<file path="src/rtl/dmem_arbiter_pkg.sv">
// rtl/dmem_arbiter_pkg.sv - shared constants for the data-memory arbiter
package dmem_arbiter_pkg;

  localparam int N_CORES_DEF  = 8;
  localparam int MAX_LOCK_DEF = 4;

  function automatic int idxWidth(input int n);
    return (n > 1) ? $clog2(n) : 1;
  endfunction

endpackage

</file>
<file path="src/rtl/dmem_arbiter_rr_pick.sv">
// rtl/dmem_arbiter_rr_pick.sv - combinational rotate-and-priority-encode request picker
module rr_pick #(
  parameter int N  = 8,
  parameter int IW = 3
) (
  input  logic [N-1:0]  req,
  input  logic [IW-1:0] ptr,
  output logic [N-1:0]  pickOneHot,
  output logic [IW-1:0] pickIdx,
  output logic          pickValid
);

  int              slot;
  logic [IW-1:0]   slotIdx;

  // Walk the requests starting at ptr; the first hit wins.
  always_comb begin
    pickOneHot = '0;
    pickIdx    = '0;
    pickValid  = 1'b0;
    slot       = 0;
    slotIdx    = '0;
    for (int i = 0; i < N; i++) begin
      slot = int'(ptr) + i;
      if (slot >= N) slot = slot - N;
      slotIdx = IW'(slot);
      if (!pickValid && req[slotIdx]) begin
        pickValid           = 1'b1;
        pickOneHot[slotIdx] = 1'b1;
        pickIdx             = slotIdx;
      end
    end
  end

endmodule

</file>
<file path="src/rtl/dmem_arbiter.sv">
// rtl/dmem_arbiter.sv - round-robin arbiter with bounded grant lock for a shared data memory
module dmem_arbiter
  import dmem_arbiter_pkg::*;
#(
  parameter int N_CORES  = N_CORES_DEF,
  parameter int AW       = 32,
  parameter int DW       = 32,
  parameter int MAX_LOCK = MAX_LOCK_DEF
) (
  input  logic                 clk,
  input  logic                 reset,
  input  logic [N_CORES-1:0]   req_i,
  input  logic [N_CORES-1:0]   we_i,
  input  logic [N_CORES-1:0]   lock_i,
  input  logic [N_CORES*AW-1:0] addr_i,
  input  logic [N_CORES*DW-1:0] wdata_i,
  output logic [N_CORES-1:0]   gnt_o,
  output logic                 mem_we_o,
  output logic [AW-1:0]        mem_addr_o,
  output logic [DW-1:0]        mem_wdata_o,
  input  logic [DW-1:0]        mem_rdata_i,
  output logic [DW-1:0]        rdata_o,
  output logic [N_CORES-1:0]   rvalid_o
);

  localparam int IW = idxWidth(N_CORES);
  localparam int CW = $clog2(MAX_LOCK + 1);

  logic [IW-1:0]      ptr;
  logic [IW-1:0]      gntIdx;
  logic [CW-1:0]      lockCnt;

  logic [N_CORES-1:0] pickOneHot;
  logic [IW-1:0]      pickIdx;
  logic               pickValid;

  logic               holdLock;
  logic               nextValid;
  logic [IW-1:0]      nextIdx;
  logic [N_CORES-1:0] nextOneHot;
  logic [CW-1:0]      nextCnt;

  rr_pick #(.N(N_CORES), .IW(IW)) picker (
    .req        (req_i),
    .ptr        (ptr),
    .pickOneHot (pickOneHot),
    .pickIdx    (pickIdx),
    .pickValid  (pickValid)
  );

  // A locked owner keeps the port until its run reaches MAX_LOCK grants;
  // after that the normal round-robin pick (starting past it) takes over.
  always_comb begin
    holdLock   = (|gnt_o) && req_i[gntIdx] && lock_i[gntIdx] &&
                 (lockCnt < CW'(MAX_LOCK - 1));
    nextValid  = pickValid;
    nextIdx    = pickIdx;
    nextOneHot = pickOneHot;
    nextCnt    = '0;
    if (holdLock) begin
      nextValid  = 1'b1;
      nextIdx    = gntIdx;
      nextOneHot = gnt_o;
      nextCnt    = lockCnt + CW'(1);
    end
  end

  always_ff @(posedge clk) begin
    if (reset) begin
      ptr         <= '0;
      gntIdx      <= '0;
      lockCnt     <= '0;
      gnt_o       <= '0;
      mem_we_o    <= 1'b0;
      mem_addr_o  <= '0;
      mem_wdata_o <= '0;
      rdata_o     <= '0;
      rvalid_o    <= '0;
    end else begin
      rvalid_o <= gnt_o;
      if (|gnt_o) rdata_o <= mem_rdata_i;
      gnt_o    <= nextOneHot;
      mem_we_o <= nextValid && we_i[nextIdx];
      lockCnt  <= nextCnt;
      if (nextValid) begin
        gntIdx      <= nextIdx;
        ptr         <= (nextIdx == IW'(N_CORES - 1)) ? '0 : nextIdx + IW'(1);
        mem_addr_o  <= addr_i[nextIdx*AW +: AW];
        mem_wdata_o <= wdata_i[nextIdx*DW +: DW];
      end
    end
  end

endmodule

</file>
<file path="config.mk">
export PLATFORM = sky130hd
export DESIGN_NAME = dmem_arbiter
export DESIGN_NICKNAME = d
export VERILOG_FILES = /design/src/rtl/dmem_arbiter_pkg.sv /design/src/rtl/dmem_arbiter_rr_pick.sv /design/src/rtl/dmem_arbiter.sv
export SDC_FILE = /design/constraint.sdc
export NUM_CORES = 1
export LEC_CHECK = 0
export BUFFER_PORTS_ARGS = -buffer_cell sky130_fd_sc_hd__clkbuf_2
export CAP_MARGIN = 30
export CORE_AREA = 2 2 265 267
export DETAILED_ROUTE_END_ITERATION = 8
export DIE_AREA = 0 0 267 269
export GPL_TIMING_DRIVEN = 1
export PLACE_DENSITY = 0.34
export RECOVER_POWER = 50
export SETUP_SLACK_MARGIN = 0.02
export SYNTH_ARGS = -nofsm -noshare
export SYNTH_HDL_FRONTEND = slang
export SYNTH_SLANG_ARGS = --single-unit
</file>
<file path="constraint.sdc">
create_clock -name clk -period 10.1 [get_ports clk]
set_input_delay 1.01 -clock clk [delete_from_list [all_inputs] [get_ports clk]]
set_output_delay 1.01 -clock clk [all_outputs]
set_load 0.02 [all_outputs]
</file>
Word level (Yosys, flattened, before mapping):

Cells that the tools add are included.

* register bits: 122
* bits of input ports: 570

* add/subtract/negate cells: 17
* magnitude comparators: 27
* eq/ne operators: 1
* shift-type cells: 2
* mux-type cells: 73
* bitwise operators: 8
* reductions and logical operators: 28

Operators by type and width (number)
* variable part select 256 x 9 -> 32 bit: 2
* two-way mux 8 bit: 8
* bitwise OR 8 bit: 7
* two-way mux 3 bit: 18
* < comparator 3 x 4 -> 1 bit, second input constant: 10
* binary-select mux 1 bit (select 3 bit): 11
* greater-or-equal comparator 4 bit, second input constant: 7
* two-way mux 1 bit: 28
* demux 1 bit (select 3 bit): 8
* greater-or-equal comparator 3 x 1 -> 1 bit, second input constant: 8
* subtractor 3 x 1 -> 3 bit, second input constant: 8
* logical AND 1 bit: 19
* adder 3 x 3 -> 4 bit, second input constant: 4
* adder 3 x 2 -> 4 bit, second input constant: 2
* OR reduction 8 bit: 1
* zero test 1 bit: 7
* adder 3 x 1 -> 3 bit, second input constant: 2
* adder 3 x 1 -> 4 bit, second input constant: 1
* greater-or-equal comparator 3 x 4 -> 1 bit, second input constant: 1
* equality test 3 bit, second input constant: 1
* < comparator 3 x 2 -> 1 bit, second input constant: 1
* OR reduction 2 bit: 1
* NOT 1 bit: 1

Logic depth before layout (Yosys ltp):

Gate-level depths: netlist of the first run.

* depth after elaboration: 30
* mapped depth: 19
* depth with buffers taken out: 13

By module:

From an unflattened synthesis of the first run, not the netlist that was laid out.

* cells, all modules: 1182
* area total of the unflattened synthesis: 9913.3 um2

Modules (own cells, without submodules)
* dmem_arbiter: times used 1, cells an instance 1034, area an instance 8665.8 um2, seq. area each 2442.3 um2
* rr_pick: times used 1, cells an instance 148, area an instance 1247.4 um2, seq. area each 0.0 um2

Least setup slack after synthesis of the first run:

Ideal clock, no wire load.

* kind: register to register
* from: reg ptr[1]
* to: reg mem_addr_o[10]
* setup time: 95 ps
* arrival: 4135 ps
* data required time: 10005 ps
* setup slack: 5870 ps
* cell stages (with the launch flop): 17
* path through: dfxtp_1 -> buf_2 -> buf_2 -> inv_1 -> ha_1 -> clkbuf_1 -> mux4_2 -> mux2i_1 -> and4b_1 -> buf_4 -> nand2_1 -> or2_0 -> a31o_2 -> inv_2 -> clkbuf_1 -> mux2_2 -> a221oi_1

* longest elaborated chain between the ends: 28

RTL lines
* start, declared: RTL line dmem_arbiter.sv:29 `logic [IW-1:0] ptr;`
* start signal, assigned: RTL line dmem_arbiter.sv:87 `ptr <= (nextIdx == IW'(N_CORES - 1)) ? '0 : nextIdx + IW'(1);`
* parallel branches: the longest is 28 deep, another holds adder 3 x 1 -> 4 bit
* end signal, assigned: RTL line dmem_arbiter.sv:88 `mem_addr_o <= addr_i[nextIdx*AW +: AW];`
* end, declared: RTL line dmem_arbiter.sv:19 `output logic [AW-1:0] mem_addr_o,`

Parallel ways; which one is timed is not known. The select of a mux whose other input is x is not followed.
A chain may end at the register's enable or synchronous reset.

Worst setup path in the final report of the first run:

* from: reg ptr[0]
* to: reg mem_addr_o[30]

The elaborated chain is that of the path after synthesis.

==> reports/metrics.cfg, run 1 <==
[run_status]
status = complete, but fails checks
violations = capacitance limit, slew limit

[worst_setup_path]
crit_path_cell_trace = inv_2 > ha_1 > buf_8 > mux2i_1 > mux4_2 > and4b_1 > a211oi_1 > a31o_1 > a31o_2 > buf_4 > clkinv_2 > buf_4 > nor2_1 > a22oi_1 > a31oi_1
crit_path_max_fanout = 31
crit_path_start_kind = flop
timing.setup.critical_path_class = reg -> reg
crit_path_top_delay_cell = sky130_fd_sc_hd__nor2_1
critical-path-top-cell-by-count = sky130_fd_sc_hd__buf_4
cp_data_arrival_time_ns = 6.38
timing.reg2reg.setup_slack_ns = 4.12
timing.reg2reg.worst_path_depth = 15
critPathMaxStageDelay_ns = 0.78
data_required_critical_path_ns = 10.50
reg2reg_from = ptr[0]
r2r_end = mem_addr_o[30]
end_kind = flop

[clocking]
cts_repair_resize_count = 0
clock_latency_ns = 0.49
cts.path.max_buffers = 2
cts.sink_count = 122
ctsHtreeMaxLevel = 4
clk_pin_slew_worst_paths_ns = 0.06
cts_hold_repair.buffers = 0
number_of_buffers_inserted_by_post_cts_setup_repair = 0
cts-buffers-inserted = 17
tritoncts = yes
clock-root-buffer = sky130_fd_sc_hd__clkbuf_16

[final_layout]
design_area_um2 = 14800
multi_input_comb_area_um2 = 7050
syn_to_final_growth_pct = 46.3
seqCellArea_um2 = 2440
fill_cells = 7867
final_cell_count_no_fill = 2699
final_nets = 2322
drive_gt1_share_pct = 44.5
fin_util_pct = 21.3

[yosys]
ys.flop_type = sky130_fd_sc_hd__dfxtp_1
netlist_area_um2 = 10100
synth.net_count = 1712
synth.most_common_cell = sky130_fd_sc_hd__nand2_1
seq_area_frac_synth_pct = 24.2
ys_seq_elements = 122
library_cell_with_the_largest_summed_area_after_synthesis = sky130_fd_sc_hd__dfxtp_1
post_synthesis_cells = 1133
synth_enable_flop_cells = 0
async_flop_share_pct = 0
post_synth_main_area_contributors = sky130_fd_sc_hd__dfxtp_1, sky130_fd_sc_hd__mux2i_1, sky130_fd_sc_hd__mux2_2
ys_types = 59
syn_area_per_cell_um2 = 8.90
synth_warnings = 0
synth.cells.most_frequent = sky130_fd_sc_hd__nand2_1, sky130_fd_sc_hd__mux2i_1, sky130_fd_sc_hd__dfxtp_1
synth_largest_type_area_fraction_pct = 24.2

[timing]
worst_clock_skew_ns = 0.0410
tightestPinTransition_ns = 1.78
final-hold-violation-count = 0
max_freq_mhz = 167
setup_total_negative_slack_ns = 0
period_share_pct = 59.2
timing_max_transition_violations_final = 35
slew_headroom_pct = -18.9
setup_viol = 0
final_critical_path_setup_slack_ns = 4.12
fin_crit_ns = 5.98
fin_hold_ws_ns = 0.450
rsz_0062_raised_after_global_routing = false

[placed_design]
io_buffers = 682
numPlacedInstances = 2663
pre_cts_ws_ns = 3.80
gp_congestion = 0.853
post-dp-hpwl_mm = 45.6
dpl-instance-area_um2 = 14300

[grt]
initial_antenna_violation_count = 17
maximum_number_of_pins_on_one_net_before_global_route_repair = 106
grt.total_usage_pct = 15.5
grt_first_pass_wirelength_mm = 81.2
number_of_global_route_vias_before_repair = 11900
global_route.overflow_total = 0

[route]
routed_via_density = 4.29
drt_pass1_iterations = 5
dr.first_iter.drc_count = 586
routedWlPerCell_um = 21.5
post-route-drc-count = 0
postRouteAntennaNets = 0
aggregate_routed_wire_length_mm = 58.1
vias = 11600

[floorplanning]
core_footprint_um2 = 69300
design.die.area_um2 = 71800
die_h_um = 269
initial_core_util_pct = 14.6
pin_count = 683
rows = 97
chipWidth_um = 267

[power]
power_density_nw_per_um2 = 478
power_mw = 7.05
ir_drop_worst_case_vdd_mv = 0.537
power.static_leakage_nw = 6.63

[min_path]
hold_end = rdata_o[12]
hold_path_class = reg -> reg
hp-start = rdata_o[12]
timing.hold.worst_path_depth = 2

[flow_run]
max_cap_violations = 1

-- cell type report --
class / instances / area share (%)
timing repair buffer: 701 / 23.3
clock buffer: 21 / 3.19
sequential: 122 / 16.5
antenna: 5 / 0.0848
tap: 940 / 7.97
multi-input combinational: 883 / 47.8
clock inverter: 9 / 0.619
inverter: 18 / 0.517
-- how the worst max path moves through the flow --
stage	start	cells after the start	end	slack [ns]
finish	ptr[0]	15	mem_addr_o[30]	4.12
floorplan	ptr[1]	16	mem_addr_o[10]	5.87
global route	ptr[0]	15	mem_addr_o[30]	3.71
detailed placement	ptr[0]	14	mem_addr_o[30]	3.80
global placement	ptr[0]	14	mem_addr_o[30]	3.92
CTS	ptr[0]	14	mem_addr_o[30]	3.77
-- cell usage in the layout, fill, tap and decap left out, types with 4 or more instances in the layout --
master	n
sky130_fd_sc_hd__clkbuf_2	570
sky130_fd_sc_hd__nand2_1	210
sky130_fd_sc_hd__mux2i_1	179
sky130_fd_sc_hd__dfxtp_1	122
sky130_fd_sc_hd__clkbuf_1	113
sky130_fd_sc_hd__mux2_2	84
sky130_fd_sc_hd__nor2_1	67
sky130_fd_sc_hd__a21oi_1	51
sky130_fd_sc_hd__a311o_1	50
sky130_fd_sc_hd__a22oi_1	37
sky130_fd_sc_hd__a221oi_2	30
sky130_fd_sc_hd__mux4_2	29
sky130_fd_sc_hd__a221oi_1	21
sky130_fd_sc_hd__clkbuf_16	17
sky130_fd_sc_hd__buf_4	16
sky130_fd_sc_hd__nand3_1	15
sky130_fd_sc_hd__inv_1	14
sky130_fd_sc_hd__a31oi_1	13
sky130_fd_sc_hd__nor2b_1	12
sky130_fd_sc_hd__o21ai_0	12
sky130_fd_sc_hd__ha_1	9
sky130_fd_sc_hd__diode_2	5
sky130_fd_sc_hd__nor3_1	5
sky130_fd_sc_hd__and2_1	4
sky130_fd_sc_hd__a222oi_1	4
sky130_fd_sc_hd__clkinvlp_4	4
-- state kept, by name (all words and copies together) (netlist names) --
register and cells:
mem_addr_o 32, mem_wdata_o 32, rdata_o 32, gnt_o 8, rvalid_o 8, gntIdx 3
lockCnt 3, ptr 3, mem_we_o 1
-- power by group --
part | internal (mW) | switching, mW | total (mW) | leakage, nW
combinational | 2.21 | 3.42 | 5.63 | 5.36
clock | 0.356 | 0.265 | 0.621 | 0.264
sequential | 0.690 | 0.107 | 0.797 | 1.01
-- per-layer routing --
metal,vias to the layer above,track usage (%),wire length (um)
li1,5467,-,-
met1,5551,17.6,23000
met2,473,27.4,29600
met3,69,5.11,4230
met4,20,4.90,1160
met5,-,0,141
-- cell families (layout without fill, tap and decap cells) --
group / count (synthesis) / count (layout) / synth area share, %
AO/OA/AOI/OAI: 236 / 236 / 19.8
buffers and inverters: 128 / 749 / 6.24
adder cells (fa/ha/maj): 9 / 9 / 1.12
multiplexers: 294 / 294 / 34.1
XOR/XNOR: 5 / 5 / 0.434
other: 0 / 5 / 0
AND/OR/NAND/NOR: 339 / 339 / 14.1
flip-flops: 122 / 122 / 24.2
-- worst max-delay path, delay by kind of cell (launching register included) --
kind | cells | cell delay [ns]
buf+inv | 5 | 2.08
simple gates | 2 | 1.13
compound gates | 5 | 0.90
fa+ha+maj | 1 | 0.77
mux | 2 | 0.63
flops | 1 | 0.35
(Power assumes the default switching activity.)
==> inputs of run 2 (changes only) <==
--- a/config.mk
+++ b/config.mk
@@ -11,7 +11,7 @@
 export DETAILED_ROUTE_END_ITERATION = 8
 export DIE_AREA = 0 0 267 269
 export GPL_TIMING_DRIVEN = 1
-export PLACE_DENSITY = 0.34
+export PLACE_DENSITY = 0.35
 export RECOVER_POWER = 50
 export SETUP_SLACK_MARGIN = 0.02
 export SYNTH_ARGS = -nofsm -noshare
==> constraint.sdc (replaced) <==
create_clock -name clk -period 4.8 [get_ports clk]
set_input_delay 0.48 -clock clk [delete_from_list [all_inputs] [get_ports clk]]
set_output_delay 0.48 -clock clk [all_outputs]
set_load 0.02 [all_outputs]
==> run 2 against run 1 <==
- the run now ends clean
- cell count up 1.4%
- power up 120%
- routed wire length up 5.2%
- die area unchanged
- via count up 1.4%
- combinational power up 120%
- sequential share of layout area down 0.44 points
- design area up 2.7%
- maximum frequency up 32%
- worst setup slack worse by 3.8 ns
- sequential power up 110%
- critical endpoint is now ptr[0]
- largest power group unchanged
- highest routed layer unchanged
==> reports/metrics.cfg, run 2 (synthesized netlist as in run 1, its figures left out) <==
[clocking]
tritoncts = yes  ; unchanged
cts.path.max_buffers = 2  ; unchanged
clock-root-buffer = sky130_fd_sc_hd__clkbuf_16  ; unchanged
ctsHtreeMaxLevel = 4  ; unchanged
clock_latency_ns = 0.47  ; was 0.49 ns
cts_hold_repair.buffers = 0  ; unchanged
cts-buffers-inserted = 17  ; unchanged
cts.sink_count = 122  ; unchanged
clk_pin_slew_worst_paths_ns = 0.07  ; was 0.06 ns

[final_layout]
drive_gt1_share_pct = 45.8  ; was 44.5%
fill_cells = 7889  ; was 7867
most-common-layout-cells = sky130_fd_sc_hd__clkbuf_2, sky130_fd_sc_hd__nand2_1, sky130_fd_sc_hd__mux2i_1, sky130_fd_sc_hd__dfxtp_1, sky130_fd_sc_hd__clkbuf_1  ; unchanged
syn_to_final_growth_pct = 50.3  ; was 46.3%
final_nets = 2352  ; was 2322
most_frequent_standard_cell_in_the_layout_excluding_fill_and_tap_cells = sky130_fd_sc_hd__clkbuf_2  ; unchanged
reg_top3 = mem_addr_o (32), mem_wdata_o (32), rdata_o (32)  ; unchanged
fin_util_pct = 21.9  ; was 21.3%

[timing]
setup_total_negative_slack_ns = 0  ; unchanged
max_freq_mhz = 221  ; was 167 MHz
slew_headroom_pct = 39.0  ; was -18.9%
period_share_pct = 94.1  ; was 59.2%
worst_clock_skew_ns = 0.0141  ; was 0.0410 ns
setup_viol = 0  ; unchanged
fin_crit_ns = 4.52  ; was 5.98 ns
timing_max_transition_violations_final = 0  ; was 35
tightestPinTransition_ns = 0.911  ; was 1.78 ns
final-hold-violation-count = 0  ; unchanged
rsz_0062_raised_after_global_routing = true  ; was false

[route]
routedWlPerCell_um = 22.3  ; was 21.5 um
post-route-drc-count = 0  ; unchanged
drt_pass1_iterations = 5  ; unchanged
aggregate_routed_wire_length_mm = 61.1  ; was 58.1 mm
postRouteAntennaNets = 0  ; unchanged
dr.first_iter.drc_count = 570  ; was 586
routed_via_density = 4.29  ; about the same
vias = 11700  ; was 11600

[power]
clock_power_share_pct = 8.5  ; was 8.8%
total_net_switching_power_mw = 8.14  ; was 3.79 mW
switching_power_as_a_share_of_total_power_pct = 52.1  ; was 53.8%
pwr-share-seq_pct = 10.7  ; was 11.3%
power.combinational.fraction_pct = 80.8  ; was 79.9%
power.static_leakage_nw = 6.85  ; was 6.63 nW
ir_drop_worst_case_vdd_mv = 0.717  ; was 0.537 mV
internal_power_mw = 7.50  ; was 3.26 mW
power_density_nw_per_um2 = 1030  ; was 478 nW/um2

[floorplanning]
die_h_um = 269  ; unchanged
chipWidth_um = 267  ; unchanged
pin_count = 683  ; unchanged
core_footprint_um2 = 69300  ; unchanged
design.die.area_um2 = 71800  ; unchanged
rows = 97  ; unchanged
initial_core_util_pct = 14.6  ; unchanged

[placed_design]
gp_congestion = 0.869  ; was 0.853
post-dp-hpwl_mm = 49.2  ; was 45.6 mm
io_buffers = 682  ; unchanged

[worst_setup_path]
crit_path_start_kind = flop  ; unchanged
crit_path_cell_trace = inv_2 > ha_2 > buf_4 > mux2_2 > mux4_2 > and3b_1 > o211ai_1 > o2111ai_1 > nand2_1 > inv_2 > buf_4 > ha_1 > ha_1 > a2111oi_1  ; was inv_2 > ha_1 > buf_8 > mux2i_1 > mux4_2 > and4b_1 > a211oi_1 > a31o_1 > a31o_2 > buf_4 > clkinv_2 > buf_4 > nor2_1 > a22oi_1 > a31oi_1
critPathMaxStageDelay_ns = 0.62  ; was 0.78 ns
timing.setup.critical_path_class = reg -> reg  ; unchanged
reg2reg_from = ptr[0]  ; unchanged
crit_path_max_fanout = 19  ; was 31
cp_data_arrival_time_ns = 4.82  ; was 6.38 ns
crit_path_top_delay_cell = sky130_fd_sc_hd__a2111oi_1  ; was sky130_fd_sc_hd__nor2_1
critical_path.startpoint = ptr[0]  ; unchanged
data_required_critical_path_ns = 5.11  ; was 10.50 ns
end_kind = flop  ; unchanged

[min_path]
hold_path_class = in -> reg  ; was reg -> reg
hp-start = mem_rdata_i[24]  ; was rdata_o[12]

[flow_run]
max_cap_violations = 0  ; was 1

[run_status]
status = finished clean  ; was complete, but fails checks

[grt]
grt_first_pass_wirelength_mm = 83.1  ; was 81.2 mm
number_of_global_route_vias_before_repair = 11900  ; about the same
maximum_number_of_pins_on_one_net_before_global_route_repair = 69  ; was 106
global_route.overflow_total = 0  ; unchanged
initial_antenna_violation_count = 27  ; was 17
grt.total_usage_pct = 16.3  ; was 15.5%

==> run 2: cell types whose count changed in the layout (fill, tap and decap cells not counted), sizes merged <==
cell and change:
clkbuf -3, diode +6, buf +31, clkinv +1, inv +2
==> run 2: routing by layer <==
metal  up-vias  routed length, um  share of wire (%)  track usage, %
met5         -                 80               0.13               0
met4        12               1700                2.8            6.48
met3        74               4470                7.3            5.08
met2       494              30000                 49            27.1
met1      5642              24900                 41            19.4
li1       5525                  -                  -               -
==> run 2: final cells by class <==
| type | instances | area, um2 | area share (%) |
|---|---|---|---|
| Antenna cell | 11 | 27.5 | 0.182 |
| Inverter | 18 | 76.3 | 0.503 |
| Clock inverter | 12 | 114 | 0.751 |
| Multi-Input combinational cell | 883 | 7060 | 46.5 |
| Timing Repair Buffer | 731 | 3820 | 25.2 |
| Tap cell | 940 | 1180 | 7.76 |
| Clock buffer | 19 | 453 | 2.99 |
| Sequential cell | 122 | 2440 | 16.1 |
==> run 2: stage by stage <==
step / cell area [um2] / std cells / setup slack [ns] / hold slack, ns / power (mW)
global route: 15200 / 2734 / 0.0164 / 0.191 / 16.8
global placement: 14700 / 2692 / 0.126 / 0.438 / 14.5
detailed placement: 14700 / 2694 / 0.0878 / 0.444 / 14.6
finish: 15200 / 2736 / 0.284 / 0.224 / 15.6
floorplan: 10100 / 1133 / 0.570 / 0.433 / 10.6
CTS: 15300 / 2725 / 0.0877 / 0.175 / 16.0
==> run 2: worst paths after layout <==
kind                 endpoint  cells past startpoint  slack, ns
setup reg to reg       ptr[0]                     14       0.28
hold reg to reg    rdata_o[3]                      2       0.45
hold / removal    rdata_o[24]                      3       0.22
setup / recovery       ptr[0]                     14       0.28
==> run 2: what timing repair did <==
item / in CTS / in global routing
resized for setup: 0 / 2
endpoints found under the setup margin: 0 / 12
buffers inserted: 0 / 0
==> run 2: power groups by stage <==
stage	registers [mW]	clock network, mW	logic (mW)
2_1_floorplan	2.06	0	8.51
3_3_place_gp	1.70	0	12.7
3_5_place_dp	1.70	0	12.9
4_1_cts	1.68	1.39	12.9
5_1_grt	1.72	1.43	13.6
6_report	1.68	1.33	12.6
==> run 2: worst max-delay path: cells and delay by family (launching register included) <==
kind            cells  cell delay [ns]
flops               1             0.38
compound gates      3             0.98
mux                 2             0.90
fa+ha+maj           3             0.93
buf+inv             4             0.79
simple gates        2             0.35
==> inputs of run 3 (changes only) <==
--- a/config.mk
+++ b/config.mk
@@ -5,13 +5,13 @@
 export SDC_FILE = /design/constraint.sdc
 export NUM_CORES = 1
 export LEC_CHECK = 0
-export BUFFER_PORTS_ARGS = -buffer_cell sky130_fd_sc_hd__clkbuf_2
 export CAP_MARGIN = 30
-export CORE_AREA = 2 2 265 267
+export CORE_AREA = 3 3 266 268
 export DETAILED_ROUTE_END_ITERATION = 8
-export DIE_AREA = 0 0 267 269
+export DIE_AREA = 0 0 269 271
+export DONT_BUFFER_PORTS = 1
 export GPL_TIMING_DRIVEN = 1
-export PLACE_DENSITY = 0.35
+export PLACE_DENSITY = 0.3
 export RECOVER_POWER = 50
 export SETUP_SLACK_MARGIN = 0.02
 export SYNTH_ARGS = -nofsm -noshare
==> run 3 against run 2 <==
- sequential power is 30% higher
- clock power is 5% higher
- clock skew is 0.0032 ns higher
- cell count is 26% lower
- global-route usage is 1.6 points lower
- design area is 23% lower
- largest power group unchanged
==> reports/metrics.cfg, run 3 (synthesized netlist as in run 1, its figures left out) <==
[placed_design]
dpl-instance-area_um2 = 11100  ; was 14700 um2
gp_congestion = 0.833  ; was 0.869
io_buffers = 0  ; was 682
pre_cts_ws_ns = 0.214  ; was 0.0878 ns
post-dp-hpwl_mm = 43.9  ; was 49.2 mm

[worst_setup_path]
crit_path_start_kind = flop  ; unchanged
critical_path.startpoint = ptr[1]  ; was ptr[0]
timing.setup.critical_path_class = reg -> reg  ; unchanged
crit_path_max_fanout = 52  ; was 19
data_required_critical_path_ns = 5.18  ; was 5.11 ns
worst_setup_path_endpoint = mem_addr_o[26]  ; was ptr[0]
timing.reg2reg.worst_path_depth = 13  ; was 14
r2r_end = mem_addr_o[26]  ; was ptr[0]
end_kind = flop  ; unchanged
reg2reg_from = ptr[1]  ; was ptr[0]
timing.reg2reg.setup_slack_ns = 0.36  ; was 0.28 ns
cp_data_arrival_time_ns = 4.82  ; about the same

[final_layout]
final_nets = 1653  ; was 2352
reg_top3 = mem_addr_o (32), mem_wdata_o (32), rdata_o (32)  ; unchanged
most_frequent_standard_cell_in_the_layout_excluding_fill_and_tap_cells = sky130_fd_sc_hd__nand2_1  ; was sky130_fd_sc_hd__clkbuf_2
drive_gt1_share_pct = 20.8  ; was 45.8%
most-common-layout-cells = sky130_fd_sc_hd__nand2_1, sky130_fd_sc_hd__mux2i_1, sky130_fd_sc_hd__dfxtp_1, sky130_fd_sc_hd__mux2_2, sky130_fd_sc_hd__nor2_1  ; was sky130_fd_sc_hd__clkbuf_2, sky130_fd_sc_hd__nand2_1, sky130_fd_sc_hd__mux2i_1, sky130_fd_sc_hd__dfxtp_1, sky130_fd_sc_hd__clkbuf_1
syn_to_final_growth_pct = 16.4  ; was 50.3%
fill_cells = 7727  ; was 7889
design_area_um2 = 11700  ; was 15200 um2

[route]
post-route-drc-count = 0  ; unchanged
vias = 9259  ; was 11700
postRouteAntennaNets = 0  ; unchanged
drt_pass1_iterations = 5  ; unchanged
dr.first_iter.drc_count = 578  ; was 570
aggregate_routed_wire_length_mm = 55.7  ; was 61.1 mm
routed_via_density = 4.55  ; was 4.29
routedWlPerCell_um = 27.4  ; was 22.3 um

[power]
power.combinational.fraction_pct = 75.9  ; was 80.8%
internal_power_mw = 7.02  ; was 7.50 mW
clock_power_share_pct = 9.4  ; was 8.5%
pwr-share-seq_pct = 14.8  ; was 10.7%
power.static_leakage_nw = 4.25  ; was 6.85 nW
switching_power_as_a_share_of_total_power_pct = 52.8  ; was 52.1%
power_density_nw_per_um2 = 1270  ; was 1030 nW/um2
ir_drop_worst_case_vdd_mv = 0.761  ; was 0.717 mV
total_net_switching_power_mw = 7.84  ; was 8.14 mW

[timing]
max_freq_mhz = 225  ; was 221 MHz
setup_viol = 0  ; unchanged
worst_clock_skew_ns = 0.0173  ; was 0.0141 ns
fin_hold_ws_ns = 0.151  ; was 0.224 ns
final_critical_path_setup_slack_ns = 0.360  ; was 0.284 ns
period_share_pct = 92.5  ; was 94.1%
setup_total_negative_slack_ns = 0  ; unchanged
slew_headroom_pct = 36.5  ; was 39.0%
timing_max_transition_violations_final = 0  ; unchanged
rsz_0062_raised_after_global_routing = false  ; was true
tightestPinTransition_ns = 0.953  ; was 0.911 ns
fin_crit_ns = 4.44  ; was 4.52 ns
final-hold-violation-count = 0  ; unchanged

[clocking]
cts_repair_resize_count = 0  ; unchanged
clock-root-buffer = sky130_fd_sc_hd__clkbuf_16  ; unchanged
cts-buffers-inserted = 17  ; unchanged
cts.path.max_buffers = 2  ; unchanged
cts.sink_count = 122  ; unchanged
tritoncts = yes  ; unchanged
number_of_buffers_inserted_by_post_cts_setup_repair = 0  ; unchanged
cts_hold_repair.buffers = 0  ; unchanged
clk_pin_slew_worst_paths_ns = 0.07  ; about the same
ctsHtreeMaxLevel = 4  ; unchanged
clock_latency_ns = 0.47  ; about the same

[grt]
initial_antenna_violation_count = 21  ; was 27
global_route.overflow_total = 0  ; unchanged
grt_first_pass_wirelength_mm = 75.3  ; was 83.1 mm
grt.total_usage_pct = 14.7  ; was 16.3%
maximum_number_of_pins_on_one_net_before_global_route_repair = 116  ; was 69
number_of_global_route_vias_before_repair = 9662  ; was 11900

[floorplanning]
initial_core_util_pct = 14.7  ; was 14.6%
design.die.area_um2 = 72900  ; was 71800 um2
rows = 96  ; was 97
chipWidth_um = 269  ; was 267 um
pin_count = 683  ; unchanged
die_h_um = 271  ; was 269 um
core_footprint_um2 = 68600  ; was 69300 um2

[run_status]
status = finished clean  ; unchanged

[flow_run]
max_cap_violations = 0  ; unchanged

[min_path]
hold_path_class = in -> reg  ; unchanged

## run 3: changes by cell type in the layout (fill, tap and decap cells not counted), sizes merged
cell      delta
buf         -18
clkbuf     -681
diode        +7
bufinv       +2
clkinvlp     -2
inv          -3
clkinv       +2
## run 3: power groups by stage
stage | registers, mW | logic, mW | clock network, mW
final | 2.19 | 11.3 | 1.39
after global routing | 2.24 | 12.3 | 1.49
after CTS | 2.20 | 11.5 | 1.46
after detailed placement | 2.22 | 11.5 | 0
after global placement | 2.23 | 11.4 | 0
after floorplan | 2.06 | 8.51 | 0
## run 3: layout make-up
| class | instances | area [um2] | area share (%) |
|---|---|---|---|
| multi-input cells | 883 | 7060 | 60.1 |
| clock buffers | 19 | 443 | 3.77 |
| clock inverters | 11 | 146 | 1.25 |
| well taps | 931 | 1160 | 9.92 |
| inverters | 18 | 81.3 | 0.693 |
| diodes | 18 | 45.0 | 0.384 |
| repair buffers | 32 | 360 | 3.07 |
| flip-flops and latches | 122 | 2440 | 20.8 |
## run 3: per-stage QoR
step,utilization (%),power (mW),std cells
after floorplan,-,10.6,1133
after global placement,16.1,13.6,1984
after detailed placement,16.2,13.7,1986
after CTS,17.0,15.2,2016
after global routing,17.1,16.0,2029
final,17.1,14.9,2034
## run 3: worst min path at each step
stage / start / endpoint / cells after the start
after floorplan: lockCnt[0] / lockCnt[0] / 1
after global placement: lockCnt[0] / lockCnt[0] / 1
after detailed placement: lockCnt[0] / lockCnt[0] / 1
after CTS: reset / rdata_o[9] / 1
after global routing: mem_rdata_i[18] / rdata_o[18] / 2
final: mem_rdata_i[0] / rdata_o[0] / 2
## run 3: metal layers
layer  global-route usage, %  wire (um)  vias to the layer above
met5                       0         38                        -
met4                    7.22       2160                        6
met3                    6.04       5180                       72
met2                    25.6      28300                      473
met1                    15.1      20000                     4574
li1                        -          -                     4134
## run 3: worst max-delay path, stage by stage, from the launching register on
cell,delay (ns)
sky130_fd_sc_hd__dfxtp_1,0.33
sky130_fd_sc_hd__inv_1,0.10
sky130_fd_sc_hd__ha_1,0.50
sky130_fd_sc_hd__mux4_2,0.57
sky130_fd_sc_hd__mux2i_1,0.31
sky130_fd_sc_hd__and4b_2,0.41
sky130_fd_sc_hd__nand2_1,0.12
sky130_fd_sc_hd__a2bb2oi_1,0.19
sky130_fd_sc_hd__o21ai_4,0.26
sky130_fd_sc_hd__clkinv_8,0.32
sky130_fd_sc_hd__buf_12,0.35
sky130_fd_sc_hd__mux2i_1,0.20
sky130_fd_sc_hd__mux2_2,0.29
sky130_fd_sc_hd__a221oi_1,0.30
